File: src/rtl/mips_sim_ctrl.sv
// mips_sim_ctrl: holds a core in reset, runs it, and stops on a repeated-PC halt or a cycle-budget timeout.
module mips_sim_ctrl #(
   parameter int RESET_CYCLES = 2,
   parameter int MAX_CYCLES   = 100000,
   parameter int HALT_REPEAT  = 4,
   parameter int CNT_W        = 32
) (
   input  logic             clk,
   input  logic             reset,
   input  logic [31:0]      pc,
   input  logic             pc_valid,
   input  logic             wb_en,
   output logic             cpu_reset,
   output logic             running,
   output logic             done,
   output logic             timed_out,
   output logic [CNT_W-1:0] cycle_count,
   output logic [CNT_W-1:0] wb_count
);
   typedef enum logic [1:0] {HOLD, RUN, HALTED, TIMEOUT} state_t;
   state_t           state_q, state_d;
   logic [7:0]       hold_q, hold_d, hold_nx, rep_q, rep_d;
   logic [CNT_W-1:0] cyc_q, cyc_d, wb_q, wb_d;
   logic [31:0]      last_pc_q, last_pc_d;
   logic             same, halt;
   always_comb begin
      state_d   = state_q;
      hold_d    = hold_q;
      cyc_d     = cyc_q;
      wb_d      = wb_q;
      last_pc_d = last_pc_q;
      rep_d     = rep_q;
      hold_nx   = hold_q + 8'd1;
      same      = pc_valid && pc == last_pc_q && rep_q != 8'd0;
      halt      = same && rep_q + 8'd1 == 8'(HALT_REPEAT);
      if (state_q == HOLD) begin
         hold_d  = hold_nx == 8'(RESET_CYCLES) ? 8'd0 : hold_nx;
         state_d = hold_nx == 8'(RESET_CYCLES) ? RUN : HOLD;
      end else if (state_q == RUN) begin
         cyc_d     = cyc_q + CNT_W'(1);
         wb_d      = wb_q + CNT_W'(wb_en && !(&wb_q));
         last_pc_d = pc_valid ? pc : last_pc_q;
         rep_d     = !pc_valid ? rep_q : same ? rep_q + 8'd1 : 8'd1;
         // a halt on the budget's final edge still counts as a clean halt
         state_d   = halt ? HALTED : cyc_d == CNT_W'(MAX_CYCLES) ? TIMEOUT : RUN;
      end
   end
   always_ff @(posedge clk) begin
      if (reset) begin
         state_q   <= HOLD;
         hold_q    <= '0;
         cyc_q     <= '0;
         wb_q      <= '0;
         last_pc_q <= '0;
         rep_q     <= '0;
      end else begin
         state_q   <= state_d;
         hold_q    <= hold_d;
         cyc_q     <= cyc_d;
         wb_q      <= wb_d;
         last_pc_q <= last_pc_d;
         rep_q     <= rep_d;
      end
   end
   assign cpu_reset   = state_q == HOLD || state_q == TIMEOUT;
   assign running     = state_q == RUN;
   assign done        = state_q == HALTED || state_q == TIMEOUT;
   assign timed_out   = state_q == TIMEOUT;
   assign cycle_count = cyc_q;
   assign wb_count    = wb_q;
endmodule
File: config.mk
export PLATFORM = sky130hd
export DESIGN_NAME = mips_sim_ctrl
export DESIGN_NICKNAME = d
export VERILOG_FILES = /design/src/rtl/mips_sim_ctrl.sv
export SDC_FILE = /design/constraint.sdc
export NUM_CORES = 1
export LEC_CHECK = 0
export CAP_MARGIN = 20
export CORE_MARGIN = 3
export CORE_UTILIZATION = 45
export CTS_BUF_LIST = sky130_fd_sc_hd__clkbuf_8
export CTS_CLUSTER_SIZE = 28
export DETAILED_ROUTE_END_ITERATION = 10
export GPL_TIMING_DRIVEN = 1
export PLACE_DENSITY = 0.74
export SYNTH_ARGS = -nofsm -noshare
export SYNTH_HDL_FRONTEND = slang
export SYNTH_SLANG_ARGS = --single-unit
File: constraint.sdc
create_clock -name clk -period 5.1 [get_ports clk]
set_input_delay 1.02 -clock clk [delete_from_list [all_inputs] [get_ports clk]]
set_output_delay 1.02 -clock clk [all_outputs]
set_load 0.05 [all_outputs]
== Word level (Yosys, flattened, before mapping) ==
Cells that the tools add are included.
Operators by class
  reduce and logical (&&, ||, !) cells: 13
  bitwise operators: 1
  equality and inequality tests: 7
  muxes and demuxes: 7
  divide/modulo/power cells: 0
  shift-type cells: 0
  multipliers: 0
  $add $sub $neg: 4
  magnitude comparators: 0
Operator list (count)
  $add 32x1->32: 1
  $add 32x1->32 const B: 1
  $eq 32x17->1 const B: 1
  $eq 32x32->1: 1
  $reduce_and 32->1: 1
  $add 8x1->8 const B: 2
  $mux 8: 2
  $eq 8x2->1 const B: 1
  $eq 8x3->1 const B: 1
  $mux 2: 4
  $reduce_bool 8->1: 1
  $eq 2x2->1 const B: 2
  $logic_and 1x1->1: 4
  $reduce_and 3->1: 1
  $eq 2x1->1 const B: 1
  $logic_not 2->1: 1
  $logic_or 1x1->1: 2
  $reduce_and 2->1: 1
  $reduce_bool 2->1: 1
  $logic_not 1->1: 1
  $mux 1: 1
  $not 1->1: 1
Storage, ports and cells
  RAM bits: 0
  word-level logic and storage cells: 38
  memories kept: 0
  memory bits (read-only): 0
  bits in latches: 0
  output and inout bits: 68
  register bits: 114

== Longest topological paths before layout ==
  depth after elaboration: 7
  gate-level depth with buffers: 12
  depth with buffers taken out: 12

== Worst setup path after synthesis ==
No wires, ideal clock.
  kind: register -> register
  start point: register wb_q[8], in the netlist wb_count[8]
  end point: register wb_q[12], in the netlist wb_count[12]
  period minus slack after synthesis: 2.978 ns
  setup slack: 2.122 ns
  stages on the path, launching flop included: 12
  arrival: 2.850 ns
  path through: dfxtp_1 nand4_1 or4_4 o31a_1 ha_1 ha_1 nand2_1 nor2_1 and2_1 nand3_1 xor2_1 nor2_1
On the way
  longest elaborated chain between the ends: 4
Ends and longest elaborated chain
  from (decl): RTL line 23  | logic [CNT_W-1:0] cyc_q, cyc_d, wb_q, wb_d;
  from (signal assigned): RTL line 60  | wb_q <= wb_d;
  $reduce_and 32->1: RTL line 41  | wb_d = wb_q + CNT_W'(wb_en && !(&wb_q));
  $logic_not 1->1: RTL line 41
  $logic_and 1x1->1: RTL line 41
  $add 32x1->32 (*): RTL line 41
Every way passes the cells marked *; elsewhere a longest branch is shown, timed or not.
A chain may end at the register's enable or synchronous reset.

== Final worst setup path ==
  start point: register state_q[0]
  end point: output cpu_reset
On the way
  longest elaborated chain between the ends: 2
  elaborated cells between the ends (all ways): 3
  those cells by class: 1 x eq/ne; 2 x reduce/logical
Ends and longest elaborated chain
  from (decl): RTL line 21  | state_t state_q, state_d;
  from (signal assigned): RTL line 57  | state_q <= state_d;
  $eq 2x2->1 / $logic_not 2->1 (equally long branches): RTL line 65  | assign cpu_reset = state_q == HOLD || state_q == TIMEOUT;
  $logic_or 1x1->1 (*): RTL line 65
  to (decl): RTL line 13  | output logic cpu_reset,
Marked as above.

==> flow_metrics.env <==
export IMPL_hold_worst_slack_ns=0.470
export IMPL_dpl_hpwl_um=9900
export IMPL_max_slew_margin_rel_pct=51.0
export IMPL_syn_area_per_cell_um2=8.12
export IMPL_ys_warn_count=0
export IMPL_p_leak_nw=2.57
export IMPL_gp_congestion=0.913
export IMPL_detail_route_vias_per_cell=5.34
export IMPL_cap_violations=0
export IMPL_nets=865
export IMPL_drv_slew=0
export IMPL_critPathCaptureType="primary output"
export IMPL_startpoint="state_q[0]$_SDFFE_PP0P_"
export IMPL_cts_buffers=17
export IMPL_status="complete, no violations"
export IMPL_cts_htree_levels=4
export IMPL_final_cell_mix="114 x nand2_1, 114 x dfxtp_1, 102 x clkdlybuf4s50_1"
export IMPL_setup_tns_ns=0
export IMPL_clk_pin_slew_ns=0.07
export IMPL_powerDensity_nw_per_um2=278
export IMPL_area_growth_pct=25.5
export IMPL_via_count=5336
export IMPL_cp_arrival_ns=2.10
export IMPL_drt_total_wl_um=14300
export IMPL_rsz0062_at_grt="no"
export IMPL_grt_antenna_before_repair=0
export IMPL_netlist_cell_type_count=55
export IMPL_min_from="last_pc_q[9]$_SDFFE_PP0P_"
export IMPL_finalCriticalPeriod_ns=3.12
export IMPL_die_w_um=121
export IMPL_synth_edff_count=0
export IMPL_ys_ff_latch=114
export IMPL_cp_required_ns=4.08
export IMPL_cts_root_buf="clkbuf_8"
export IMPL_numPortBuffers=103
export IMPL_postCtsHoldBufs=0
export IMPL_critical_path_max_stage_delay_ns=0.80
export IMPL_clk_path_buf_depth=2
export IMPL_synth_async_reset_ratio_pct=0
export IMPL_grt_pass1_wl_um=24100
export IMPL_io_pins=104
export IMPL_drtIter0Drc=338
export IMPL_crit_path_start_kind="register"
export IMPL_fin_util_pct=58.3
export IMPL_cts_sinks=114
export IMPL_ir_worst_vdd_uv=135
export IMPL_placementRows=41
export IMPL_crit_path_top_delay_cell="clkdlybuf4s50_1"
export IMPL_insertedDiodeCount=0
export IMPL_cts_resized=0
export IMPL_fillers=1154
export IMPL_drtPass1Iterations=4
export IMPL_syn_inst=727
export IMPL_die_y_um=121
export IMPL_timing_fmax_mhz=320
export IMPL_syn_num_nets=776
export IMPL_grt_overflow=0
export IMPL_drive_above_1_share_pct=6.64
export IMPL_seq_area_um2=2280
export IMPL_antenna_left=0
export IMPL_cts_tree="yes"
export IMPL_cp_top_family="buffers and inverters"
export IMPL_synthFlopType="dfxtp_1"
export IMPL_tightest_slew_ns=0.732
export IMPL_netlist_area_um2=5910
export IMPL_drc=0
export IMPL_clock_latency_ns=0.44
export IMPL_initial_core_util_pct=46.4
export IMPL_finalNonFillerCells=1000
export IMPL_cp_cell_sequence="inv_1 -> ha_1 -> inv_1 -> clkdlybuf4s50_1"
export IMPL_dp_cells=969
export IMPL_multi_input_area_um2=3420
export IMPL_dieArea_um2=14500
export IMPL_post_cts_buffers=0
export IMPL_fin_crit_sh_pct=61.2
export IMPL_seq_area_frac_synth_pct=38.6
export IMPL_hold_class="reg2reg"
export IMPL_detail_route_wl_per_cell_um=14.3
export IMPL_grt_pass1_vias=5237
export IMPL_core_um2=12700
export IMPL_reg2reg_from="wb_count[8]$_SDFFE_PP0P_"
export IMPL_path_buf_inv=3
export IMPL_grt_max_degree=63
export IMPL_finalClockSkew_ns=0.00744
export IMPL_grt_usage_pct=20.1
export IMPL_worst_path_max_fanout=4
export IMPL_hold_viol=0
export IMPL_crit_type="reg2out"
export IMPL_finalSetupViolCount=0
export IMPL_critical_path_most_common_cell="inv_1"
report_power, final:
part           switching (mW)  internal [mW]  leakage [nW]
sequential             0.0321          0.913         0.919
combinational           0.153          0.104          1.45
clock                   0.363          0.499         0.210
flip-flops by register name, summed over array words and instances, names as in the netlist:
| name | count |
|---|---|
| last_pc_q | 32 |
| hold_q | 8 |
| state_q | 2 |
| wb_count | 32 |
| cycle_count | 32 |
| rep_q | 8 |
synth_stat cells, types with 15 or more instances:
library cell,number,area (um^2)
nor2_1,80,300
nand4_1,23,144
nand2_1,114,428
nor3_1,15,75.1
and3_1,15,93.8
xnor2_1,48,420
a21oi_1,55,275
xor2_1,56,490
clkbuf_1,24,90.1
dfxtp_1,114,2280
nand3_1,43,215
o21ai_0,15,75.1
metrics by stage:
| step | total power, mW | cell area, um^2 | setup WS [ns] |
|---|---|---|---|
| floorplan | 1.13 | 5910 | 2.12 |
| global placement | 1.21 | 7010 | 1.80 |
| detailed placement | 1.22 | 7010 | 1.69 |
| CTS | 2.09 | 7410 | 1.93 |
| global route | 2.16 | 7410 | 1.87 |
| finish | 2.06 | 7410 | 1.98 |
layer usage:
layer  vias to the layer above  routed length, um  track usage [%]  part of all wire, %
met5                         -                  0                0                    0
met4                         0                311             8.50                  2.2
met3                        26                770             5.89                  5.4
met2                       143               6770             32.4                   47
met1                      2504               6470             25.2                   45
li1                       2663                  -                -                    -
worst reg2reg max path: cells and delay by family (launching register included):
kind,cells,cell delay [ns]
AOI/OAI and AO/OA,1,0.31
xor gates and xnor gates,1,0.15
adders and majority gates,2,0.42
DFF,1,0.43
and+or+nand+nor,7,1.37
cells by family (layout without fill, tap and decap cells):
| group | after synthesis | in the layout | share of synthesized area, % |
|---|---|---|---|
| mux | 3 | 3 | 0.508 |
| fa+ha+maj | 13 | 13 | 2.75 |
| buf+inv | 47 | 148 | 3.50 |
| compound gates | 97 | 97 | 9.72 |
| flops | 114 | 114 | 38.6 |
| xor+xnor | 104 | 104 | 15.4 |
| simple gates | 349 | 349 | 29.4 |
path summary, 6_finish.rpt:
check	to	slack [ns]	cells past startpoint
worst min register to register	last_pc_q[9]$_SDFFE_PP0P_	0.47	2
worst min-delay path	last_pc_q[9]$_SDFFE_PP0P_	0.47	2
worst max-delay path	cpu_reset	1.98	4
worst max register to register	wb_count[10]$_SDFFE_PP0P_	2.28	11
cell type report:
| type | instances | area share [%] |
|---|---|---|
| Clock inverter | 12 | 1.91 |
| Tap cell | 172 | 2.90 |
| Clock buffer | 19 | 3.53 |
| Sequential cell | 114 | 30.8 |
| Timing Repair Buffer | 107 | 14.3 |
| Inverter | 10 | 0.506 |
| Multi-Input combinational cell | 566 | 46.1 |
(Power assumes the default switching activity.)
